===== config.mk =====
export PLATFORM = sky130hd
export DESIGN_NAME = run_control
export DESIGN_NICKNAME = d
export VERILOG_FILES = /design/src/rtl/run_control.sv
export SDC_FILE = /design/constraint.sdc
export NUM_CORES = 1
export LEC_CHECK = 0
export BUFFER_PORTS_ARGS = -buffer_cell sky130_fd_sc_hd__buf_2
export CAP_MARGIN = 20
export CORE_UTILIZATION = 60
export DETAILED_ROUTE_END_ITERATION = 10
export PLACE_DENSITY = 0.82
export SYNTH_ARGS = -nofsm -noshare
export SYNTH_HDL_FRONTEND = slang
export SYNTH_SLANG_ARGS = --single-unit

===== constraint.sdc =====
create_clock -name clock -period 3.8 [get_ports clock]
set_clock_uncertainty 0.1 [all_clocks]
set_input_delay 0 -clock clock [delete_from_list [all_inputs] [get_ports clock]]
set_output_delay 0 -clock clock [all_outputs]
set_load 0.02 [all_outputs]

===== src/rtl/run_control.sv =====
// run_control: front-panel run/step/halt controller for the processor.
// Two raw pushbuttons are synchronized, debounced and edge-detected into
// one-cycle press pulses that drive a four-state FSM (IDLE/RUN/STEP/HALT).
// A retired halt instruction parks the machine in HALT until reset.
module run_control #(
  parameter int DEBOUNCE_CYCLES = 50000
) (
  input  logic        clock,
  input  logic        reset,
  input  logic        startButton,
  input  logic        stepButton,
  input  logic [15:0] instruction,
  output logic        systemRunning,
  output logic        halted,
  output logic [1:0]  runState
);

  // Button lane indices inside the per-button vectors below.
  localparam int BTN_START = 0;
  localparam int BTN_STEP  = 1;
  localparam int NUM_BTN   = 2;

  // Counter value on the last mismatching cycle before the debounced level flips.
  localparam logic [15:0] DEB_LAST = 16'(DEBOUNCE_CYCLES - 1);

  typedef enum logic [1:0] {
    IDLE = 2'b00,
    RUN  = 2'b01,
    STEP = 2'b10,
    HALT = 2'b11
  } state_t;

  logic [NUM_BTN-1:0] btn_raw;
  logic [NUM_BTN-1:0] sync_p0;
  logic [NUM_BTN-1:0] sync_p1;
  logic [NUM_BTN-1:0] deb;
  logic [NUM_BTN-1:0] deb_d;
  logic [NUM_BTN-1:0] press;
  logic [15:0]        deb_cnt [NUM_BTN];

  state_t state;
  state_t state_next;
  logic   run_next;
  logic   halted_next;
  logic   halt_hit;
  logic   unused_instr;

  // Halt opcode: top two bits and the middle nibble all ones.
  function automatic logic is_halt(input logic [1:0] op_hi, input logic [3:0] op_mid);
    return ({op_hi, op_mid} == 6'b11_1111);
  endfunction

  assign btn_raw[BTN_START] = startButton;
  assign btn_raw[BTN_STEP]  = stepButton;

  // Instruction bits that play no part in halt decoding.
  assign unused_instr = ^{instruction[13:8], instruction[3:0]};

  // Two-flop synchronizer per button; nothing downstream sees btn_raw directly.
  always_ff @(posedge clock or negedge reset) begin
    if (!reset) begin
      sync_p0 <= '0;
      sync_p1 <= '0;
    end else begin
      sync_p0 <= btn_raw;
      sync_p1 <= sync_p0;
    end
  end

  // Debounce: count consecutive cycles the synced level disagrees with the
  // debounced level; any agreeing cycle restarts the count.
  always_ff @(posedge clock or negedge reset) begin
    if (!reset) begin
      deb <= '0;
      for (int b = 0; b < NUM_BTN; b++) begin
        deb_cnt[b] <= '0;
      end
    end else begin
      for (int b = 0; b < NUM_BTN; b++) begin
        if (sync_p1[b] == deb[b]) begin
          deb_cnt[b] <= '0;
        end else if (deb_cnt[b] == DEB_LAST) begin
          deb[b]     <= sync_p1[b];
          deb_cnt[b] <= '0;
        end else begin
          deb_cnt[b] <= deb_cnt[b] + 16'd1;
        end
      end
    end
  end

  // Previous debounced level, used to find the rising edge of a press.
  always_ff @(posedge clock or negedge reset) begin
    if (!reset) begin
      deb_d <= '0;
    end else begin
      deb_d <= deb;
    end
  end

  // A press is the 0->1 edge of the debounced level; releases are silent.
  assign press = deb & ~deb_d;

  // Halts only count while the processor is actually allowed to advance.
  assign halt_hit = is_halt(instruction[15:14], instruction[7:4]) && systemRunning;

  // Next-state logic; halt beats start in RUN, start beats step in IDLE.
  always_comb begin
    state_next  = state;
    run_next    = 1'b0;
    halted_next = 1'b0;
    case (state)
      IDLE: begin
        if (press[BTN_START]) begin
          state_next = RUN;
        end else if (press[BTN_STEP]) begin
          state_next = STEP;
        end
      end
      RUN: begin
        if (halt_hit) begin
          state_next = HALT;
        end else if (press[BTN_START]) begin
          state_next = IDLE;
        end
      end
      STEP: begin
        if (halt_hit) begin
          state_next = HALT;
        end else begin
          state_next = IDLE;
        end
      end
      HALT: begin
        state_next = HALT;
      end
      default: begin
        state_next = IDLE;
      end
    endcase
    run_next    = (state_next == RUN) || (state_next == STEP);
    halted_next = (state_next == HALT);
  end

  // State and status outputs update together so they never disagree.
  always_ff @(posedge clock or negedge reset) begin
    if (!reset) begin
      state         <= IDLE;
      systemRunning <= 1'b0;
      halted        <= 1'b0;
    end else begin
      state         <= state_next;
      systemRunning <= run_next;
      halted        <= halted_next;
    end
  end

  assign runState = state;

endmodule


==> results.md, run 1 <==
- Post-CTS Setup Repair Bufs: 0
- Internal Power: 562 uW
- DP Wirelength: 2540 um
- Aggregate global-route resource usage: 24.4%
- CORE AREA: 3130 um^2
- RSZ-0062 raised after global routing: no
- Die Area: 3600 um^2
- Sw power: 182 uW
- Fin nets: 237
- Rows: 20
- Routability congestion estimate: 0.804
- Max-cap check violation count: 0
- Slowest CP cell: dlygate4sd3_1
- Register bit total from synthesis: 44
- Worst-Skew Late Latency: 0.35 ns
- Share of cells above drive strength 1: 12.6%
- Final Core Density: 71.5%
- CP max FO: 2
- Data arrival time of the worst path: 2.57 ns
- Setup TNS: 0 ns
- Dpl ws: 1.65 ns
- Switch share: 24.4%
- Final setup margin: 1.38 ns
- Final hold vios: 0
- Crit-path most repeated cell: dlygate4sd3_1
- CTS Buffer Depth: 2
- Tmin final: 2.42 ns
- # H-tree levels: 2
- Cell count after synthesis: 190
- Avg Inst Size Synth: 10.6 um^2
- Clock Tree Root: clkbuf_4
- Crit. End Element: flop
- DRC: 0
- WL per Instance: 14.1 um
- Antenna cells: 0
- Pwr Total: 744 uW
- Clock Pin Slew Worst Setup and Hold Paths: 0.14 ns
- Final Max Tran Viols: 0
- I/O pins: 24
- Slew @ Worst Pin: 0.941 ns
- Starting Density: 64.5%
- Clock network power share: 30.6%
- CTS sink count: 44
- DR pass1 iterations: 4
- Port Buffer Count: 13
- Critical-path cell list: dlygate4sd3_1 > buf_2 > nand3_1 > dlygate4sd3_1 > nor2_1 > dlygate4sd3_1 > nand2_1 > a2bb2oi_1 > ha_1
- Avg Vias per Cell: 5.53
- Die H: 60.0 um
- Fmax: 0.414 GHz
- CTS tree: done
- Syn-to-layout area delta: 10.9%
- Cts bufs inserted: 5
- Synth Net Count: 213
- Chip width: 60.0 um
- Initial antenna violation count: 0
- Crit path largest cell delay: 0.59 ns
- Synth Warn #: 0
- Min-delay worst type: in2reg
- Largest net degree at the start of global routing: 45
- Max_slew headroom: 37.3%
- Final Cycle Share: 63.6%
- GRT overflow: 0
- Sequential Power Share: 64.7%
- Register area share after synthesis: 54.6%
- CP Launch Type: input pin
- Comb pwr share: 4.7%
- Vias in the first global route: 1,503
- Netlist Area Pre-Place: 2020 um^2
- Via count: 1,433
- Endpoints failing setup: 0
- Final WL: 3640 um
- Outcome: complete, no violations
- Crit Path Class: in2reg
- Netlist cell types: 23
- Worst vdd ir: 0.000386 V
- Worst path required time: 3.96 ns
- Routed Antenna Nets: 0
- First-pass GRT wire length: 6410 um
- Static Leak: 0.956 nW
- DR iter-0 viols: 118
- Post-CTS resize count: 0
- Pwr per Cell Area: 333 nW/um^2
-- power groups by stage --
stage          combinational (mW)  sequential (mW)  clock [mW]
6_report                   0.0348            0.482       0.228
3_3_place_gp               0.0294            0.490           0
5_1_grt                    0.0403            0.483       0.252
3_5_place_dp               0.0316            0.491           0
2_1_floorplan              0.0172            0.489           0
4_1_cts                    0.0353            0.482       0.234
-- sequential cells by signal (all words and copies together) (netlist names) --
name / flops
deb_cnt: 32
deb: 2
deb_d: 2
runState: 2
sync_p0: 2
sync_p1: 2
halted: 1
systemRunning: 1
-- timing repair --
action                                  4_1_cts  5_1_grt
hold endpoints to repair                     47        0
endpoints found under the setup margin        0        0
hold buffers                                  6        0
-- path summary, 6_finish.rpt --
| path | cells after the start | endpoint | startpoint | slack [ns] |
|---|---|---|---|---|
| setup reg to reg | 4 | deb_cnt[13]$_DFF_PN0_ | deb_cnt[0]$_DFF_PN0_ | 1.67 |
| hold reg to reg | 0 | sync_p1[1]$_DFF_PN0_ | sync_p0[1]$_DFF_PN0_ | 0.28 |
| min in group asynchronous | 2 | halted$_DFF_PN0_ | reset | 0.23 |
| max in group asynchronous | 2 | deb_cnt[2]$_DFF_PN0_ | reset | 2.79 |
| setup / recovery | 9 | systemRunning$_DFF_PN0_ | instruction[4] | 1.38 |
| hold / removal | 5 | runState[0]$_DFF_PN0_ | instruction[7] | 0.05 |
-- area by class of cell --
type / count / area (um^2)
clock inverter: 3 / 23.8
inverter: 8 / 30.0
fill: 238 / 892
sequential: 44 / 1100
clock buffer: 5 / 37.5
multi-input combinational: 136 / 863
timing repair buffer: 19 / 125
tap: 44 / 55.1
-- worst max-delay path, delay by kind of cell --
kind / cells / cell delay, ns
AND/OR/NAND/NOR: 3 / 0.24
buffers and inverters: 4 / 1.77
adder cells (fa/ha/maj): 1 / 0.29
AO/OA/AOI/OAI: 1 / 0.28
-- stage by stage --
stage	cell area, um^2	hold slack, ns	instances
after floorplan	2020	-0.396	190
after global placement	2110	0.00975	245
after detailed placement	2110	0.0134	245
after CTS	2240	0.00621	259
after global routing	2240	0.0987	259
final	2240	0.0457	259
-- cell usage in the layout (no fill, tap or decap), drive strengths merged --
| cell | instances |
|---|---|
| nor2 | 45 |
| dfrtp | 44 |
| xnor2 | 26 |
| buf | 13 |
| nor4 | 11 |
| nand3 | 11 |
| nand2 | 8 |
| inv | 8 |
| nand4 | 7 |
| nor3 | 7 |
| dlygate4sd3 | 6 |
| clkbuf | 5 |
| xor2 | 4 |
| nand3b | 3 |
| ha | 3 |
| o41ai | 2 |
| mux2 | 2 |
| clkinvlp | 2 |
| nor4b | 2 |
| nand2b | 1 |
| nor2b | 1 |
| a2bb2oi | 1 |
| a21oi | 1 |
| or3 | 1 |
| clkinv | 1 |
-- kinds of logic after synthesis --
| family | Yosys count | synth area share (%) |
|---|---|---|
| xor+xnor | 30 | 13.0 |
| buf+inv | 10 | 2.61 |
| flops | 44 | 54.6 |
| mux | 2 | 1.12 |
| compound gates | 4 | 3.41 |
| simple gates | 97 | 23.4 |
| fa+ha+maj | 3 | 1.86 |
-- cell usage after synthesis (all sizes together) --
cell type / count / share of area (%)
dfrtp: 44 / 55
nor3: 7 / 1.7
or3: 1 / 0.31
nor4b: 2 / 1.2
nor4: 11 / 3.4
nand2: 8 / 1.5
nand3b: 3 / 1.1
a2bb2oi: 1 / 0.43
o41ai: 2 / 2.7
mux2: 2 / 1.1
xnor2: 26 / 11
nor2b: 1 / 0.31
nand3: 11 / 3.0
inv: 8 / 1.5
ha: 3 / 1.9
a21oi: 1 / 0.25
nand4: 7 / 2.2
nor2: 45 / 8.4
xor2: 4 / 1.7
buf: 2 / 1.1
nand2b: 1 / 0.31
-- metal layers --
layer | share of wire (%) | up-vias | wire (um) | global-route usage (%)
met5 | 0 | - | 0 | 0
li1 | - | 697 | - | -
met1 | 42 | 702 | 1540 | 28.4
met3 | 2.4 | 8 | 88 | 5.41
met2 | 54 | 26 | 1950 | 42.7
met4 | 1.5 | 0 | 56 | 11.0
Note: power is estimated with default switching activity, not from simulation.
==> run 2: changes to the inputs <==
CORE_UTILIZATION = 51   (was 60)
PLACE_DENSITY = 0.74   (was 0.82)
clock period = 2.1 ns   (was 3.8 ns; I/O delays follow)
==> run 2 against run 1 <==
Effect of this change: the flow now finishes with violations (negative hold slack); die area rose by 17%; sequential cell count did not move; hold slack got worse by 0.048 ns; critical path depth fell by 5; sequential share of layout area fell by 1.6 points; critical path type is now reg2reg; worst setup slack got worse by 1.2 ns; wire length fell by 11%; clock power rose to 2.8 times the previous value; cell count rose by 2.7%; first-iteration DRC count fell by 58%; total power rose by 110%.
==> results.md, run 2 (synthesis gave the netlist of run 1 again) <==
- Share of cells above drive strength 1: 15.1% (+2.6 points)
- Largest net degree at the start of global routing: 21 (-53%)
- Vias in the first global route: 1,305 (-13%)
- Violated checks: negative hold slack
- Top reg by flops: deb_cnt
- Max reg flops: 32 (unchanged)
- Hold Startpoint: instruction[4]
- Avg Vias per Cell: 5.11 (-7.7%)
- Worst-Skew Late Latency: 0.30 ns (-0.05 ns)
- Antenna cells: 0 (unchanged)
- CORE AREA: 3720 um^2 (+19%)
- Fin nets: 240 (+1.3%)
- Via count: 1,358 (-5.2%)
- Tmin final: 1.90 ns
- Hold EP: runState[1]$_DFF_PN0_
- GRT overflow: 0 (unchanged)
- Max-cap check violation count: 0 (unchanged)
- Post-CTS resize count: 0 (unchanged)
- Comb pwr share: 4.2% (-0.5 points)
- Cts hold-fix bufs: 3 (-3)
- Crit Path Class: reg2reg
- Final hold vios: 1 (+1)
- Aggregate global-route resource usage: 18.6% (-5.8 points)
- Clock Pin Slew Worst Setup and Hold Paths: 0.08 ns (-0.06 ns)
- Data arrival time of the worst path: 1.98 ns (-0.59 ns)
- Final Core Density: 62.2% (-9.3 points)
- WHS: -0.00188 ns (-0.0476 ns)
- I/O pins: 24 (unchanged)
- DP Wirelength: 2300 um (-9.4%)
- Setup TNS: 0 ns (unchanged)
- DR pass1 iterations: 4 (unchanged)
- R2r worst-path depth: 4 (unchanged)
- Switch share: 21.2% (-3.2 points)
- Setup crit start: deb_cnt[26]$_DFF_PN0_
- Initial antenna violation count: 0 (unchanged)
- Crit. End Element: flop
- First-pass GRT wire length: 5820 um (-9.3%)
- Filler Cell Count: 325 (+37%)
- Fmax: 0.527 GHz
- Outcome: complete, but fails checks
- Post-CTS Setup Repair Bufs: 0 (unchanged)
- CTS Buffer Depth: 2 (unchanged)
- Worst vdd ir: 0.000641 V (+66%)
- Routability congestion estimate: 0.781 (-2.9%)
- Final WL: 3230 um (-11%)
- Pwr per Cell Area: 685 nW/um^2 (+110%)
- Final Cycle Share: 90.3%
- Syn-to-layout area delta: 14.5%
- DR iter-0 viols: 49 (-58%)
- Max_slew headroom: 70.7% (+33 points)
- Rows: 22 (+10%)
- Cts bufs inserted: 5 (unchanged)
- Commonest non-fill, non-tap cell in the layout: nor2_1
- Starting Density: 54.3% (-10 points)
- CTS tree: done
- Chip width: 64.9 um (+8.2%)
- R2R Path End: deb_cnt[20]$_DFF_PN0_
- Die Area: 4210 um^2 (+17%)
- Slew @ Worst Pin: 0.439 ns (-0.501 ns)
- Most frequent cells in the layout: nor2_1, dfrtp_1, xnor2_1
- Endpoints failing setup: 0 (unchanged)
- RSZ-0062 raised after global routing: no
- # H-tree levels: 2 (unchanged)
- Die H: 64.9 um (+8.2%)
- Final Max Tran Viols: 0 (unchanged)
- Worst path required time: 2.19 ns (-1.77 ns)
- Port Buffer Count: 13 (unchanged)
- Static Leak: 0.999 nW (+4.4%)
- DRC: 0 (unchanged)
- R2R setup slack: 0.20 ns (-1.47 ns)
- Routed Antenna Nets: 0 (unchanged)
- CP max FO: 12 (+10)
- Clock Tree Root: clkbuf_8
- CTS sink count: 44 (unchanged)
- Min-delay worst type: in2reg
- WHS Path Cells: 5 (unchanged)
- Sequential Power Share: 55.0% (-9.7 points)
- Sw power: 336 uW (+85%)
- R2R Path Start: deb_cnt[26]$_DFF_PN0_
- Clock network power share: 40.8% (+10 points)
- WL per Instance: 12.2 um (-14%)
- CP Launch Type: flop
- Internal Power: 1.25 mW (+120%)
-- run 2: changes by cell type in the layout (fill, tap and decap cells not counted) --
cell / previous run / this run
dlygate4sd3_1: 6 / 3
inv_6: 0 / 1
clkinv_4: 1 / 0
bufinv_16: 0 / 1
clkinvlp_4: 2 / 1
clkbuf_4: 5 / 0
clkbuf_8: 0 / 5
buf_4: 0 / 6
-- run 2: power by group through the flow --
stage               Combinational (mW)  Clock [mW]  Sequential (mW)
floorplan                       0.0312           0            0.885
global route                    0.0770       0.703            0.873
detailed placement              0.0646           0            0.887
CTS                             0.0691       0.663            0.871
global placement                0.0632           0            0.887
finish                          0.0667       0.645            0.870
-- run 2: routing by layer --
layer	GRT usage, %	wire length, um	up-vias
met5	0	0	-
met4	7.78	59	0
met3	4.93	85	7
met2	29.6	1530	11
met1	23.8	1550	646
li1	-	-	694
-- run 2: layout make-up --
class                           instances  area, um^2  area share, %
Clock buffer                            5        68.8           2.98
Clock inverter                          3        46.3           2.00
Inverter                                8        30.0           1.30
Multi-Input combinational cell        136         863           37.4
Sequential cell                        44        1100           47.7
Tap cell                               48        60.1           2.60
Timing Repair Buffer                   22         140           6.07
-- run 2: metrics by stage --
stage	cell area [um^2]	setup WS, ns	power [mW]	hold WS, ns	cells
6_report	2310	0.204	1.58	-0.00188	266
5_1_grt	2310	0.118	1.65	0.0391	266
4_1_cts	2310	0.188	1.60	0.00113	266
3_5_place_dp	2160	0.213	0.952	-0.127	255
3_3_place_gp	2160	0.214	0.950	-0.133	255
2_1_floorplan	2020	0.348	0.917	-0.396	190
-- run 2: worst max-delay path, cell delays in order, from the launching register on --
cell,delay (ns)
dfrtp_1,0.42
or3_1,0.45
o41ai_4,0.48
buf_4,0.26
nor2_1,0.07
-- run 2: worst max path at each step --
stage                                  endpoint  slack [ns]  depth (start not counted)
after global routing         deb[0]$_DFFE_PN0P_        0.12                          4
after CTS                 deb_cnt[21]$_DFF_PN0_        0.19                          5
after detailed placement  deb_cnt[27]$_DFF_PN0_        0.21                          4
after floorplan           deb_cnt[23]$_DFF_PN0_        0.35                          4
after global placement    deb_cnt[21]$_DFF_PN0_        0.21                          5
final                     deb_cnt[20]$_DFF_PN0_        0.20                          4
==> run 3: changes to the inputs <==
ABC_CLOCK_PERIOD_IN_PS = 2100   (was unset)
BUFFER_PORTS_ARGS = -buffer_cell sky130_fd_sc_hd__buf_4   (was -buffer_cell sky130_fd_sc_hd__buf_2)
CORE_ASPECT_RATIO = 0.9   (was unset)
==> run 3 against run 2 <==
Effect of this change: largest power group unchanged; utilization shrank 1.2 points; die area about the same; combinational power grew 3.7%; the run now ends clean; via count is 5.3% higher; highest routed layer unchanged.
==> results.md, run 3 (synthesis gave the netlist of run 1 again) <==
- Final Max Tran Viols: 0 (unchanged)
- Max_slew headroom: 64.9% (-5.8 points)
- Initial antenna violation count: 0 (unchanged)
- Max reg flops: 32 (unchanged)
- Top reg by flops: deb_cnt
- Syn-to-layout area delta: 13.6%
- DP Wirelength: 2560 um (+11%)
- Die H: 61.7 um (-5.0%)
- Largest net degree at the start of global routing: 45 (+110%)
- Hold Startpoint: instruction[4]
- Post-CTS resize count: 0 (unchanged)
- Rows: 21 (-4.5%)
- CORE AREA: 3760 um^2 (+1.1%)
- Clock Tree Root: clkbuf_8
- Tmin final: 1.90 ns (+0.00619 ns)
- Clock Pin Slew Worst Setup and Hold Paths: 0.08 ns (about the same)
- Via count: 1,430 (+5.3%)
- Setup crit start: deb_cnt[13]$_DFF_PN0_
- Most frequent cells in the layout: nor2_1, dfrtp_1, xnor2_1
- Outcome: complete, no violations
- Fin nets: 238 (-0.83%)
- Worst vdd ir: 0.000334 V (-48%)
- Vias in the first global route: 1,443 (+11%)
- Fmax: 0.526 GHz (-0.33%)
- Aggregate global-route resource usage: 21.2% (+2.6 points)
- Final WL: 3630 um (+12%)
- R2R Path Start: deb_cnt[13]$_DFF_PN0_
- Final Cycle Share: 90.6% (+0.29 points)
- Static Leak: 0.981 nW (-1.7%)
- DRC: 0 (unchanged)
- Routability congestion estimate: 0.814 (+4.3%)
- # H-tree levels: 2 (unchanged)
- Slew @ Worst Pin: 0.527 ns (+0.0873 ns)
- Endpoints failing setup: 0 (unchanged)
- Post-CTS Setup Repair Bufs: 0 (unchanged)
- CTS sink count: 44 (unchanged)
- Worst-Skew Late Latency: 0.29 ns (about the same)
- Filler Cell Count: 325 (unchanged)
- CTS Buffer Depth: 2 (unchanged)
- I/O pins: 24 (unchanged)
- Crit Path Class: reg2reg
- CP Launch Type: flop
- Die Area: 4210 um^2 (about the same)
- Avg Vias per Cell: 5.48 (+7.3%)
- Chip width: 68.3 um (+5.2%)
- Share of cells above drive strength 1: 14.0% (-1.2 points)
- Setup TNS: 0 ns (unchanged)
- CP max FO: 3 (-9)
- Routed Antenna Nets: 0 (unchanged)
- Pwr per Cell Area: 630 nW/um^2 (-8.1%)
- Crit. End Element: flop
- Pwr Total: 1.44 mW (-8.8%)
- Commonest non-fill, non-tap cell in the layout: nor2_1
- GRT overflow: 0 (unchanged)
- Final hold vios: 0 (-1)
- Antenna cells: 0 (unchanged)
- Min-delay worst type: in2reg
- WL per Instance: 13.9 um (+15%)
- CTS tree: done
- Worst path required time: 2.18 ns (about the same)
- Starting Density: 53.7% (-0.60 points)
- RSZ-0062 raised after global routing: no
- First-pass GRT wire length: 6290 um (+8.1%)
- Port Buffer Count: 13 (unchanged)
- Max-cap check violation count: 0 (unchanged)
- Cts bufs inserted: 5 (unchanged)
- DR iter-0 viols: 80 (+63%)
- Data arrival time of the worst path: 1.98 ns (about the same)
- DR pass1 iterations: 4 (unchanged)
-- run 3: metal layers --
layer / GRT usage (%) / vias to the layer above / wire length [um]
li1: - / 688 / -
met1: 25.0 / 717 / 1650
met2: 36.1 / 21 / 1820
met3: 7.41 / 4 / 133
met4: 7.14 / 0 / 35
met5: 0 / - / 0
-- run 3: final cells by class --
class	instances	area, um^2	area share, %
clock inverter	2	12.5	0.546
inverter	8	30.0	1.31
clock buffer	5	68.8	3.00
sequential	44	1100	48.1
timing repair buffer	20	158	6.88
tap	46	57.6	2.51
multi-input combinational	136	863	37.7
-- run 3: stage by stage --
stage	hold slack [ns]	setup slack, ns	util (%)	area [um^2]	cells
final	0.0249	0.198	61.0	2290	261
after global routing	0.0354	0.156	61.0	2290	261
after CTS	0.0161	0.168	61.0	2290	261
after detailed placement	-0.0808	0.184	58.0	2180	251
after global placement	-0.0936	0.292	58.0	2180	251
after floorplan	-0.396	0.348	-	2020	190
-- run 3: worst max-delay path: stages, from the launching register on --
cell	delay, ns
dfrtp_1	0.42
nor4_1	0.31
nand3b_1	0.18
nor4_1	0.38
mux2_2	0.39
-- run 3: path summary, 6_finish.rpt --
| check | slack, ns | to | cells after the start |
|---|---|---|---|
| worst max-delay path | 0.20 | deb[1]$_DFFE_PN0P_ | 4 |
| worst min-delay path | 0.02 | runState[1]$_DFF_PN0_ | 5 |
| worst max register to register | 0.20 | deb[1]$_DFFE_PN0P_ | 4 |
| worst min register to register | 0.26 | sync_p1[1]$_DFF_PN0_ | 0 |
| max in group asynchronous | 1.40 | systemRunning$_DFF_PN0_ | 2 |
| min in group asynchronous | 0.13 | deb_cnt[4]$_DFF_PN0_ | 2 |
-- run 3: report_power, final --
group / internal, mW / switching [mW] / leakage (nW)
clock: 0.225 / 0.277 / 0.0400
sequential: 0.860 / 0.0112 / 0.601
combinational: 0.0310 / 0.0382 / 0.341
-- run 3: timing repair --
action | 4_1_cts | 5_1_grt
hold buffers | 3 | 0
endpoints found under the hold margin | 46 | 0
setup endpoints to repair | 0 | 0
